==> config.mk <==
export PLATFORM = sky130hd
export DESIGN_NAME = alu_result_drain_flat
export DESIGN_NICKNAME = d
export VERILOG_FILES = /design/src/rtl/alu_result_drain_if.sv /design/src/rtl/alu_result_drain.sv /design/src/flat_wrapper.sv
export SDC_FILE = /design/constraint.sdc
export NUM_CORES = 1
export LEC_CHECK = 0
export CAP_MARGIN = 20
export CORE_MARGIN = 1
export CORE_UTILIZATION = 31
export DETAILED_ROUTE_END_ITERATION = 7
export SYNTH_ARGS = -nofsm -noshare
export SYNTH_HDL_FRONTEND = slang
export SYNTH_SLANG_ARGS = --single-unit
==> constraint.sdc <==
create_clock -name clk -period 11.85 [get_ports clk]
set_input_delay 2.9625 -clock clk [delete_from_list [all_inputs] [get_ports clk]]
set_output_delay 2.9625 -clock clk [all_outputs]
set_load 0.03 [all_outputs]
==> src/rtl/alu_result_drain_if.sv <==
// rtl/alu_result_drain_if.sv - capture/stream/summary signal bundle for alu_result_drain
interface alu_result_drain_if #(
  parameter int LANES = 4,
  parameter int W     = 8
);
  localparam int LW = $clog2(LANES);
  localparam int MW = 2 * W + 1;
  localparam int SW = MW + LW;

  logic                      capture;
  logic [LANES-1:0][W-1:0]   in_r;
  logic [LANES-1:0][W-1:0]   in_i;
  logic                      busy;
  logic                      out_valid;
  logic                      out_ready;
  logic [LW-1:0]             out_lane;
  logic [W-1:0]              out_r;
  logic [W-1:0]              out_i;
  logic [MW-1:0]             out_mag;
  logic                      out_last;
  logic [SW-1:0]             sum_mag;
  logic                      sum_valid;
  logic                      overrun;

  // Producer/consumer side: drives lane results and accepts beats.
  modport master (
    output capture, in_r, in_i, out_ready,
    input  busy, out_valid, out_lane, out_r, out_i, out_mag, out_last,
           sum_mag, sum_valid, overrun
  );

  // Drain stage side.
  modport slave (
    input  capture, in_r, in_i, out_ready,
    output busy, out_valid, out_lane, out_r, out_i, out_mag, out_last,
           sum_mag, sum_valid, overrun
  );
endinterface

==> src/rtl/alu_result_drain.sv <==
// rtl/alu_result_drain.sv - snapshot ALU lanes and stream per-lane |z|^2 with a frame total
module alu_result_drain #(
  parameter int LANES = 4,
  parameter int W     = 8
) (
  input  logic                clk,
  input  logic                rst,
  alu_result_drain_if.slave   bus
);
  localparam int LW = $clog2(LANES);
  localparam int MW = 2 * W + 1;
  localparam int SW = MW + LW;

  typedef enum logic [1:0] {IDLE, SEND, DONE} state_t;

  state_t          state_q, state_d;
  logic [LW-1:0]   idx_q, idx_d;
  logic [SW-1:0]   sum_q, sum_d;
  logic            overrun_q, overrun_d;
  logic            take_capture;

  logic [W-1:0]    buf_r_q [LANES];
  logic [W-1:0]    buf_i_q [LANES];
  logic [MW-1:0]   buf_m_q [LANES];

  logic signed [2*W-1:0] ext_r [LANES];
  logic signed [2*W-1:0] ext_i [LANES];
  logic signed [2*W-1:0] sq_r  [LANES];
  logic signed [2*W-1:0] sq_i  [LANES];
  logic [MW-1:0]         mag_in [LANES];

  // Square each incoming lane; squares are non-negative and fit 2W bits, so zero-extend before adding.
  always_comb begin
    for (int l = 0; l < LANES; l++) begin
      ext_r[l]  = $signed({{W{bus.in_r[l][W-1]}}, bus.in_r[l]});
      ext_i[l]  = $signed({{W{bus.in_i[l][W-1]}}, bus.in_i[l]});
      sq_r[l]   = ext_r[l] * ext_r[l];
      sq_i[l]   = ext_i[l] * ext_i[l];
      mag_in[l] = {1'b0, sq_r[l]} + {1'b0, sq_i[l]};
    end
  end

  // Next-state, running sum and stream outputs; beat fields are zero whenever no beat is offered.
  always_comb begin
    state_d       = state_q;
    idx_d         = idx_q;
    sum_d         = sum_q;
    overrun_d     = overrun_q;
    take_capture  = 1'b0;
    bus.out_valid = 1'b0;
    bus.out_lane  = '0;
    bus.out_r     = '0;
    bus.out_i     = '0;
    bus.out_mag   = '0;
    bus.out_last  = 1'b0;
    bus.sum_valid = 1'b0;
    case (state_q)
      IDLE: begin
        if (bus.capture) begin
          take_capture = 1'b1;
          idx_d        = '0;
          sum_d        = '0;
          state_d      = SEND;
        end
      end
      SEND: begin
        bus.out_valid = 1'b1;
        bus.out_lane  = idx_q;
        bus.out_r     = buf_r_q[idx_q];
        bus.out_i     = buf_i_q[idx_q];
        bus.out_mag   = buf_m_q[idx_q];
        bus.out_last  = (idx_q == LW'(LANES - 1));
        if (bus.capture) overrun_d = 1'b1;
        if (bus.out_ready) begin
          sum_d = sum_q + {{LW{1'b0}}, buf_m_q[idx_q]};
          if (idx_q == LW'(LANES - 1)) state_d = DONE;
          else                         idx_d   = idx_q + LW'(1);
        end
      end
      DONE: begin
        bus.sum_valid = 1'b1;
        if (bus.capture) overrun_d = 1'b1;
        state_d = IDLE;
      end
      default: state_d = IDLE;
    endcase
  end

  assign bus.busy    = (state_q != IDLE);
  assign bus.sum_mag = sum_q;
  assign bus.overrun = overrun_q;

  // State, counters and lane buffers; buffers only load on a capture accepted in IDLE.
  always_ff @(posedge clk) begin
    if (rst) begin
      state_q   <= IDLE;
      idx_q     <= '0;
      sum_q     <= '0;
      overrun_q <= 1'b0;
      for (int l = 0; l < LANES; l++) begin
        buf_r_q[l] <= '0;
        buf_i_q[l] <= '0;
        buf_m_q[l] <= '0;
      end
    end else begin
      state_q   <= state_d;
      idx_q     <= idx_d;
      sum_q     <= sum_d;
      overrun_q <= overrun_d;
      if (take_capture) begin
        for (int l = 0; l < LANES; l++) begin
          buf_r_q[l] <= bus.in_r[l];
          buf_i_q[l] <= bus.in_i[l];
          buf_m_q[l] <= mag_in[l];
        end
      end
    end
  end
endmodule

==> src/flat_wrapper.sv <==
// flat-port wrapper written by rule: the top's interface ports become plain ports
module alu_result_drain_flat 
#(
  parameter int LANES = 4,
  parameter int W     = 8
)
  (clk, rst, bus_capture, bus_in_r, bus_in_i, bus_out_ready, bus_busy, bus_out_valid, bus_out_lane, bus_out_r, bus_out_i, bus_out_mag, bus_out_last, bus_sum_mag, bus_sum_valid, bus_overrun);
  alu_result_drain_if #(.LANES(LANES), .W(W)) bus_i ();
  input  logic clk;
  input  logic rst;
  input wire logic [$bits(bus_i.capture)-1:0] bus_capture;
  input wire logic [$bits(bus_i.in_r)-1:0] bus_in_r;
  input wire logic [$bits(bus_i.in_i)-1:0] bus_in_i;
  input wire logic [$bits(bus_i.out_ready)-1:0] bus_out_ready;
  output wire logic [$bits(bus_i.busy)-1:0] bus_busy;
  output wire logic [$bits(bus_i.out_valid)-1:0] bus_out_valid;
  output wire logic [$bits(bus_i.out_lane)-1:0] bus_out_lane;
  output wire logic [$bits(bus_i.out_r)-1:0] bus_out_r;
  output wire logic [$bits(bus_i.out_i)-1:0] bus_out_i;
  output wire logic [$bits(bus_i.out_mag)-1:0] bus_out_mag;
  output wire logic [$bits(bus_i.out_last)-1:0] bus_out_last;
  output wire logic [$bits(bus_i.sum_mag)-1:0] bus_sum_mag;
  output wire logic [$bits(bus_i.sum_valid)-1:0] bus_sum_valid;
  output wire logic [$bits(bus_i.overrun)-1:0] bus_overrun;
  assign bus_i.capture = bus_capture;
  assign bus_i.in_r = bus_in_r;
  assign bus_i.in_i = bus_in_i;
  assign bus_i.out_ready = bus_out_ready;
  assign bus_busy = bus_i.busy;
  assign bus_out_valid = bus_i.out_valid;
  assign bus_out_lane = bus_i.out_lane;
  assign bus_out_r = bus_i.out_r;
  assign bus_out_i = bus_i.out_i;
  assign bus_out_mag = bus_i.out_mag;
  assign bus_out_last = bus_i.out_last;
  assign bus_sum_mag = bus_i.sum_mag;
  assign bus_sum_valid = bus_i.sum_valid;
  assign bus_overrun = bus_i.overrun;
  alu_result_drain #(.LANES(LANES), .W(W)) u_core (.clk(clk), .rst(rst), .bus(bus_i));
endmodule
### After elaboration in Yosys (flattened, before gate mapping)

Memory sizes are Yosys's and may differ from the RTL's. A register that Yosys moved wholly into a read port is not among the register bits.
Cells that the tools add are included.

| cells by class | value |
|---|---|
| muxes and demuxes | 43 |
| reduce and logical (&&, ||, !) cells | 8 |
| add/subtract/negate cells | 6 |
| bitwise logic cells | 12 |
| shifts and indexed selects | 0 |
| multiply operators | 8 |
| divide/modulo/power cells | 0 |
| order comparisons | 0 |
| eq/ne operators | 7 |

Operators with widths:

| cell | number |
|---|---|
| $mul A8 B8 Y16 | 8 |
| $mux W17 | 5 |
| $mux W8 | 10 |
| $add A16 B16 Y17 | 4 |
| $mux W19 | 2 |
| $pmux W19 S2 | 1 |
| $mux W2 | 13 |
| $add A19 B17 Y19 | 1 |
| $or A1 B1 Y1 | 12 |
| $mux W1 | 10 |
| $pmux W2 S2 | 2 |
| $ne A2 B2 Y1 const B | 3 |
| $reduce_and A3 Y1 | 2 |
| $eq A2 B2 Y1 const B | 2 |
| $reduce_and A4 Y1 | 1 |
| $reduce_bool A2 Y1 | 2 |
| $add A2 B1 Y2 const B | 1 |
| $eq A2 B1 Y1 const B | 1 |
| $logic_not A2 Y1 | 1 |
| $ne A2 B1 Y1 const B | 1 |
| $reduce_and A2 Y1 | 1 |
| $reduce_or A2 Y1 | 1 |

| word-level totals | value |
|---|---|
| ROM bits | 0 |
| latch bits | 0 |
| output and inout bits | 59 |
| bits in registers | 24 |
| memories | 3 |
| memory bits (writable) | 132 |

Memory list:

| memory | depth | width | rd ports | clocked after Yosys merged registers in | wr ports | line | RTL |
|---|---|---|---|---|---|---|---|
| u_core.buf_m_q | 4 | 17 | 1 | 1 | 4 | alu_result_drain.sv:24 | `logic [MW-1:0] buf_m_q [LANES];` |
| u_core.buf_i_q | 4 | 8 | 1 | 1 | 4 | alu_result_drain.sv:23 | `logic [W-1:0] buf_i_q [LANES];` |
| u_core.buf_r_q | 4 | 8 | 1 | 1 | 4 | alu_result_drain.sv:22 | `logic [W-1:0] buf_r_q [LANES];` |

### Logic depth before layout (Yosys ltp)

Gate-level depths: netlist of run 1.

| depth | value |
|---|---|
| depth after elaboration | 6 |
| mapped depth | 24 |
| gate-level depth less buffers | 23 |

### Worst setup path after synthesis of run 1

Ideal clock, no wire load.

| path | value |
|---|---|
| path kind | input to register |
| start point | input port bus_in_r[2] |
| end point | memory u_core.buf_m_q[0][14] (netlist bit) (data pin) |
| setup time | 0.262 ns |
| cell stages on the path | 22 |
| path slack | 3.982 ns |
| required time | 11.588 ns |
| arrival time | 7.607 ns |
| path through | clkbuf_1 > and2_1 > ha_1 > or2_2 > fa_1 > fa_1 > inv_1 > fa_1 > inv_1 > ha_1 > o21ai_0 > nor2_1 > o21a_1 > nor2_1 > xnor2_1 > ha_1 > and2_1 > a221o_1 > a31oi_2 > a21oi_1 > a31oi_2 > mux2i_1 |

RTL lines:

| what | line | RTL |
|---|---|---|
| start: declaration | flat_wrapper.sv:12 | `input wire logic [$bits(bus_i.in_r)-1:0] bus_in_r;` |
| end: declaration | alu_result_drain.sv:24 |  |

==> summary.txt, run 1 <==
STA
  – RSZ-0062 raised after global routing: no
  – Relative slew slack: a little over a third
  – Skew final: 0.0156 ns
  – Finish-stage setup viols: 0
  – Final Cycle Share: ~73%
  – Slew Limit Fails: 0
  – Final Hold Viols: 0
  – Min Clock Period, post-route: 8.60 ns
  – Peak Freq: 116 MHz
  – Tightest Pin Transition: 0.976 ns
  – Setup_tns: 0 ns

Finish
  – Layout cells sized above 1: 4.56%
  – Area of the multi-input gates: 19800 um2
  – # nets final: 3533
  – Area delta synth->final: 11.6%
  – Reg area: around 4500 um2
  – Fill cells: 8502

Synth
  – Top-count cell post-synth: inv_1
  – Synth cell count leaders: inv_1 (485), fa_1 (356), ha_1 (295)
  – Compound-Gate Fraction of Synth Area: 9.31%
  – Simple-gate area share of the yosys netlist: 14.6%
  – Async SR Flop Fraction: 0%
  – Mean Syn Cell Area: about 9.6 um2
  – Share of the synthesized area in the top cell type: 27.0%
  – Register area share after synthesis: approximately 17%
  – Mapped cell area: 26400 um2
  – Adder-cell share of the synthesized area: 41.0%
  – Area contributors post-synth: fa_1 (27%), edfxtp_1 (15%), ha_1 (14%), inv_1 (6.9%), xnor2_1 (5.7%)
  – Synth unique cells: 69
  – Post-synthesis mux area share: 3.42%
  – EDFF count, synth: 132
  – Synth Area in XOR/XNOR: 6.67%
  – Synth area leader: fa_1
  – Largest family of logic cells by synthesized area: adder cells
  – Gate Count Post-Synth: 2738
  – Ys flop type: edfxtp_1
  – Synthesized flop and latch total: ~160
  – Synth Net Count: approximately 3500
  – Yosys warns: 0

GRT
  – Maximum number of pins on one net before global-route repair: 78
  – Grt total ovfl: 0
  – Total track usage: between 10% and 20%
  – Initial antenna violation count: 6
  – Vias in the first global route: around 19000
  – Global-route wire length before repair: about 100000 um

Critical path
  – Crit end category: register
  – Worst reg2reg path endpoint: u_core.bus.sum_mag[18]$_SDFFE_PP0P_
  – Delay-heaviest family, CP: adder cells
  – Critical-path maximum fanout: 13
  – CP Data Required Time: approximately 12 ns
  – CP max stage delay: 0.75 ns
  – Buf/Inv on CP: 3
  – WS Path Type: input port to register
  – Startpoint types: input port
  – Critical Path Stages: 21
  – Cell Chain, Critical Path: clkdlybuf4s50_1, and2_1, ha_1, inv_1, fa_1, fa_1, fa_1, inv_1, ha_1, a21o_1, a21oi_1, o21ai_0, nor2_1, xnor2_1, ha_1, a21oi_1, nor2b_1, o21a_1, o31a_1, o31a_1, nor3_1
  – Cells on worst reg2reg path: 10
  – End point of the critical path: u_core.buf_m_q[3][15]$_SDFFCE_PN0P_
  – Flop2flop setup slack: 8.45 ns
  – Critical Path Slowest Stage Cell: clkdlybuf4s50_1
  – Worst EP arrival: 8.81 ns
  – Crit path launch: bus_in_r[24]

Clock network
  – Post-CTS Hold Buffers: 0
  – Post-CTS setup buffers: 0
  – Post-CTS Resized: 0
  – Clock Tree Buf Depth: 2
  – Root Driver: clkbuf_16
  – CTS Buf Count: 17
  – CTS tree: done
  – CTS Sinks: 158
  – Clock Latency Late Sink: 0.43 ns
  – Worst-path clk slew: 0.07 ns
  – CTS H-Tree Depth: 4

Drt
  – Number of routed nets with antenna violations: 0
  – Via-to-Cell Ratio: 4.66
  – Vias post-DR: ~18000
  – DRC viols: 0
  – Drt wl/cell: about 16 um
  – Initial DRC Count: 933
  – Drt pass-1 iters: 5
  – Total routed wirelength: 61600 um

Place
  – DP HPWL: ~53000 um
  – Port bufs: ~130
  – Placer Congestion: 0.849

Run status
  – Status: finished clean

Job
  – Max cap viols: 0

Floorplan
  – Die ar.: around 86000 um2
  – # rows: 106
  – IO Pins: 127
  – Core area: 84000 um2
  – Die height: 294 um
  – Initial Utilization: a little under a third
  – Die Wd: 294 um

Worst hold path
  – Min-Delay Path Class: register to register
  – Worst Hold Depth: 2
  – Hold_sp: u_core.bus.overrun$_SDFFE_PP0P_
## metal layers
layer	GRT usage, %	part of all wire (%)
met1	20.3	47
met3	2.12	4.7
met2	25.1	47
met4	2.21	1.1
met5	0	0.12
## layout by cell type (no fill, tap or decap), types with 18 or more instances in the layout
cell             instances
inv_1                  485
fa_1                   356
ha_1                   295
nand2_1                185
and2_1                 182
xnor2_1                171
nor2_1                 166
edfxtp_1               132
clkdlybuf4s50_1        126
a21oi_1                 90
nor2b_1                 68
nor3_1                  45
o21ai_0                 44
a21o_1                  37
mux4_2                  33
nand3_1                 32
o21a_1                  30
xor2_1                  30
dfxtp_1                 25
nand2b_1                24
a211oi_1                20
o21ai_1                 18
## cell families (layout without fill, tap and decap cells)
| group | count (synthesis) | after routing |
|---|---|---|
| adders and majority gates | 651 | 651 |
| muxes | 48 | 48 |
| buffers and inverters | 561 | 650 |
| DFF | 158 | 158 |
| other | 0 | 2 |
| AOI/OAI and AO/OA | 352 | 352 |
| xor gates and xnor gates | 201 | 201 |
| and+or+nand+nor | 767 | 767 |
## worst register-to-register path, delay by kind of cell (launching register included)
family / cells / cell delay [ns]
AO/OA/AOI/OAI: 4 / 0.81
adder cells (fa/ha/maj): 2 / 0.68
buffers and inverters: 1 / 0.51
flip-flops: 1 / 0.32
multiplexers: 1 / 0.65
AND/OR/NAND/NOR: 2 / 0.33
## flip-flops by register name, summed over array words and instances (netlist names), named ones only
| name | count |
|---|---|
| u_core.buf_m_q | 68 |
| u_core.buf_i_q | 32 |
| u_core.buf_r_q | 32 |
| u_core.bus.sum_mag | 19 |
| u_core.idx_q | 2 |
| u_core.state_q | 2 |
| u_core.bus.overrun | 1 |
## area by class of cell
| type | count | share of cell area (%) |
|---|---|---|
| Antenna cell | 2 | 0.0170 |
| Clock buffer | 17 | 1.45 |
| Clock inverter | 15 | 0.565 |
| Inverter | 485 | 6.19 |
| Multi-Input combinational cell | 2019 | 67.3 |
| Sequential cell | 158 | 15.2 |
| Tap cell | 1134 | 4.82 |
| Timing Repair Buffer | 133 | 4.46 |
## worst min path at each step
stage / endpoint / slack, ns
after floorplan: u_core.state_q[0]$_SDFFE_PP0P_ / 0.49
after global placement: u_core.bus.sum_mag[15]$_SDFFE_PP0P_ / 0.46
after detailed placement: u_core.bus.overrun$_SDFFE_PP0P_ / 0.47
after CTS: u_core.bus.sum_mag[16]$_SDFFE_PP0P_ / 0.48
after global routing: u_core.bus.sum_mag[15]$_SDFFE_PP0P_ / 0.50
final: u_core.bus.overrun$_SDFFE_PP0P_ / 0.47
## stage by stage
stage	hold slack [ns]	instances	util (%)	setup WS, ns	cell area, um2
after floorplan	0.493	2738	-	3.98	26400
after global placement	0.457	3929	34.3	2.86	28800
after detailed placement	0.466	3929	34.3	2.86	28800
after CTS	0.483	3961	35.1	3.31	29400
after global routing	0.499	3961	35.1	2.95	29400
final	0.475	3963	35.1	3.25	29400
Power of run 1 is left out: the tool's default activity adds up to more than one toggle a clock period on the data nets, which glitch-free logic cannot reach.
==> inputs of run 2 (changes only) <==
==> constraint.sdc (replaced) <==
create_clock -name clk -period 8.45 [get_ports clk]
set_input_delay 2.1125 -clock clk [delete_from_list [all_inputs] [get_ports clk]]
set_output_delay 2.1125 -clock clk [all_outputs]
set_load 0.03 [all_outputs]
==> summary.txt, run 2 (same netlist as run 1, synthesis figures left out) <==
STA
  – Finish-stage setup viols: 0 (unchanged)
  – Setup_tns: 0 ns (unchanged)
  – Relative slew slack: 34.2% (-0.69 points)
  – RSZ-0062 raised after global routing: no
  – Peak Freq: 130 MHz
  – Final Cycle Share: 90.9%
  – Skew final: 0.0121 ns (-0.00355 ns)
  – Final Hold Viols: 0 (unchanged)
  – Min Clock Period, post-route: between 7 and 8 ns
  – Tightest Pin Transition: 0.979 ns (+0.00279 ns)
  – Slew Limit Fails: 0 (unchanged)

Finish
  – Layout cells sized above 1: 5.33% (+0.77 points)
  – Final core occ: 35.3% (+0.22 points)
  – Commonest non-fill, non-tap cell in the layout: inv_1
  – Largest registers: u_core.buf_m_q (68), u_core.buf_i_q (32), u_core.buf_r_q (32)
  – Max FFs per register: 68 (unchanged)
  – Top reg by flops: u_core.buf_m_q
  – Most frequent cells in the layout: inv_1 (485), fa_1 (356), ha_1 (295), nand2_1 (185), and2_1 (182)
  – # nets final: 3556 (+0.65%)
  – Area delta synth->final: 12.3%

Clock network
  – Clock Tree Buf Depth: 2 (unchanged)
  – Post-CTS Hold Buffers: 0 (unchanged)
  – CTS H-Tree Depth: 4 (unchanged)
  – Worst-path clk slew: 0.07 ns (about the same)
  – Clock Latency Late Sink: 0.43 ns (about the same)
  – Post-CTS setup buffers: 0 (unchanged)
  – CTS Buf Count: 17 (unchanged)
  – CTS Sinks: 158 (unchanged)
  – Root Driver: clkbuf_16
  – CTS tree: done
  – Post-CTS Resized: 0 (unchanged)

Critical path
  – WS Path Type: input port to register
  – CP Data Required Time: 8.70 ns (-3.36 ns)
  – Flop2flop setup slack: 4.99 ns (-3.46 ns)
  – Crit end category: register
  – Cells on worst reg2reg path: 10 (unchanged)
  – Startpoint types: input port
  – Worst EP arrival: 7.93 ns (-0.88 ns)
  – Critical-path maximum fanout: 10 (-3)
  – Worst reg2reg path endpoint: u_core.bus.sum_mag[18]$_SDFFE_PP0P_

GRT
  – Global-route wire length before repair: 102000 um (+1.0%)
  – GR Layer Usage met2: 25.2% (+0.086 points)
  – Maximum number of pins on one net before global-route repair: 73 (-6.4%)
  – Initial antenna violation count: 2 (-4)
  – Grt total ovfl: 0 (unchanged)
  – Busiest grt layer: met2
  – M1 GR Usage: 20.5% (+0.19 points)
  – Total track usage: 14.9% (+0.15 points)
  – GRT met3 Usage: 2.22% (+0.098 points)
  – Vias in the first global route: 19100 (+1.1%)

Drt
  – Initial DRC Count: 949 (+1.7%)
  – Total routed wirelength: 62500 um (+1.4%)
  – Drt pass-1 iters: 5 (unchanged)
  – Via-to-Cell Ratio: 4.68 (+0.39%)
  – DRC viols: 0 (unchanged)
  – Vias post-DR: 18700 (+0.97%)
  – Drt wl/cell: 15.7 um (+0.83%)
  – Number of routed nets with antenna violations: 0 (unchanged)

Floorplan
  – Die ar.: 86300 um2 (unchanged)
  – Initial Utilization: 31.4% (unchanged)
  – Core area: 84000 um2 (unchanged)
  – Die height: 294 um (unchanged)
  – IO Pins: 127 (unchanged)
  – # rows: 106 (unchanged)
  – Die Wd: 294 um (unchanged)

Worst hold path
  – Worst Hold Depth: 2 (unchanged)
  – Hold endpoint: u_core.bus.overrun$_SDFFE_PP0P_
  – Hold_sp: u_core.bus.overrun$_SDFFE_PP0P_
  – Min-Delay Path Class: register to register

Job
  – Max cap viols: 0 (unchanged)

Run status
  – Status: finished clean

Place
  – Port bufs: 126 (unchanged)
  – DP HPWL: 53900 um (+1.9%)
  – Placer Congestion: 0.863 (+1.6%)
-- run 2: worst max-delay path by stage --
stage,start,end,depth (start not counted)
floorplan,bus_in_r[2],u_core.buf_m_q[0][14]$_SDFFCE_PN0P_,22
global placement,bus_in_r[30],u_core.buf_m_q[3][14]$_SDFFCE_PN0P_,23
detailed placement,bus_in_r[30],u_core.buf_m_q[3][15]$_SDFFCE_PN0P_,23
CTS,bus_in_r[30],u_core.buf_m_q[3][15]$_SDFFCE_PN0P_,23
global route,bus_in_r[30],u_core.buf_m_q[3][15]$_SDFFCE_PN0P_,23
finish,bus_in_r[30],u_core.buf_m_q[3][15]$_SDFFCE_PN0P_,23
-- run 2: cell type report --
type / count / area, um2
Sequential cell: 158 / 4490
Clock inverter: 15 / 178
Fill cell: 8496 / 54300
Inverter: 485 / 1820
Clock buffer: 17 / 425
Timing Repair Buffer: 156 / 1490
Tap cell: 1134 / 1420
Antenna cell: 2 / 5.00
Multi-Input combinational cell: 2019 / 19800
-- run 2: worst max-delay path, cell delays in order --
cell and delay (ns):
clkdlybuf4s50_1 0.73, inv_1 0.23, nor2_1 0.24, inv_1 0.09, fa_1 0.50, inv_1 0.05
fa_1 0.45, fa_1 0.49, inv_1 0.05, fa_1 0.47, inv_1 0.04, ha_1 0.33
o21a_1 0.14, nor2_1 0.03, a21oi_1 0.18, a21oi_1 0.11, xnor2_1 0.32, ha_1 0.35
nor2b_1 0.15, o21a_1 0.20, o31a_1 0.26, o31a_1 0.24, nor3_1 0.16
-- run 2: metal layers --
| metal | vias to the layer above | share of wire, % |
|---|---|---|
| met4 | 2 | 1.2 |
| li1 | 9107 | - |
| met3 | 47 | 5.2 |
| met1 | 9168 | 46 |
| met2 | 336 | 47 |
| met5 | - | 0.021 |
-- run 2: stage by stage --
stage / std cells / setup WS, ns / hold WS [ns] / area, um2
CTS: 3984 / 0.855 / 0.481 / 29600
floorplan: 2738 / 1.43 / 0.493 / 26400
finish: 3986 / 0.772 / 0.472 / 29600
global placement: 3952 / 0.495 / 0.454 / 29000
detailed placement: 3952 / 0.424 / 0.467 / 29000
global route: 3985 / 0.460 / 0.513 / 29600
Power of run 2 is left out for the same reason.
==> inputs of run 3 (changes only) <==
--- a/config.mk
+++ b/config.mk
@@ -9,6 +9,7 @@
 export CORE_MARGIN = 1
 export CORE_UTILIZATION = 31
 export DETAILED_ROUTE_END_ITERATION = 7
+export SLEW_MARGIN = 0
 export SYNTH_ARGS = -nofsm -noshare
 export SYNTH_HDL_FRONTEND = slang
 export SYNTH_SLANG_ARGS = --single-unit
==> results of run 3 <==
Same layout as run 2: the final DEF is identical, and so are final timing and power.
Power of run 3 is left out for the same reason.
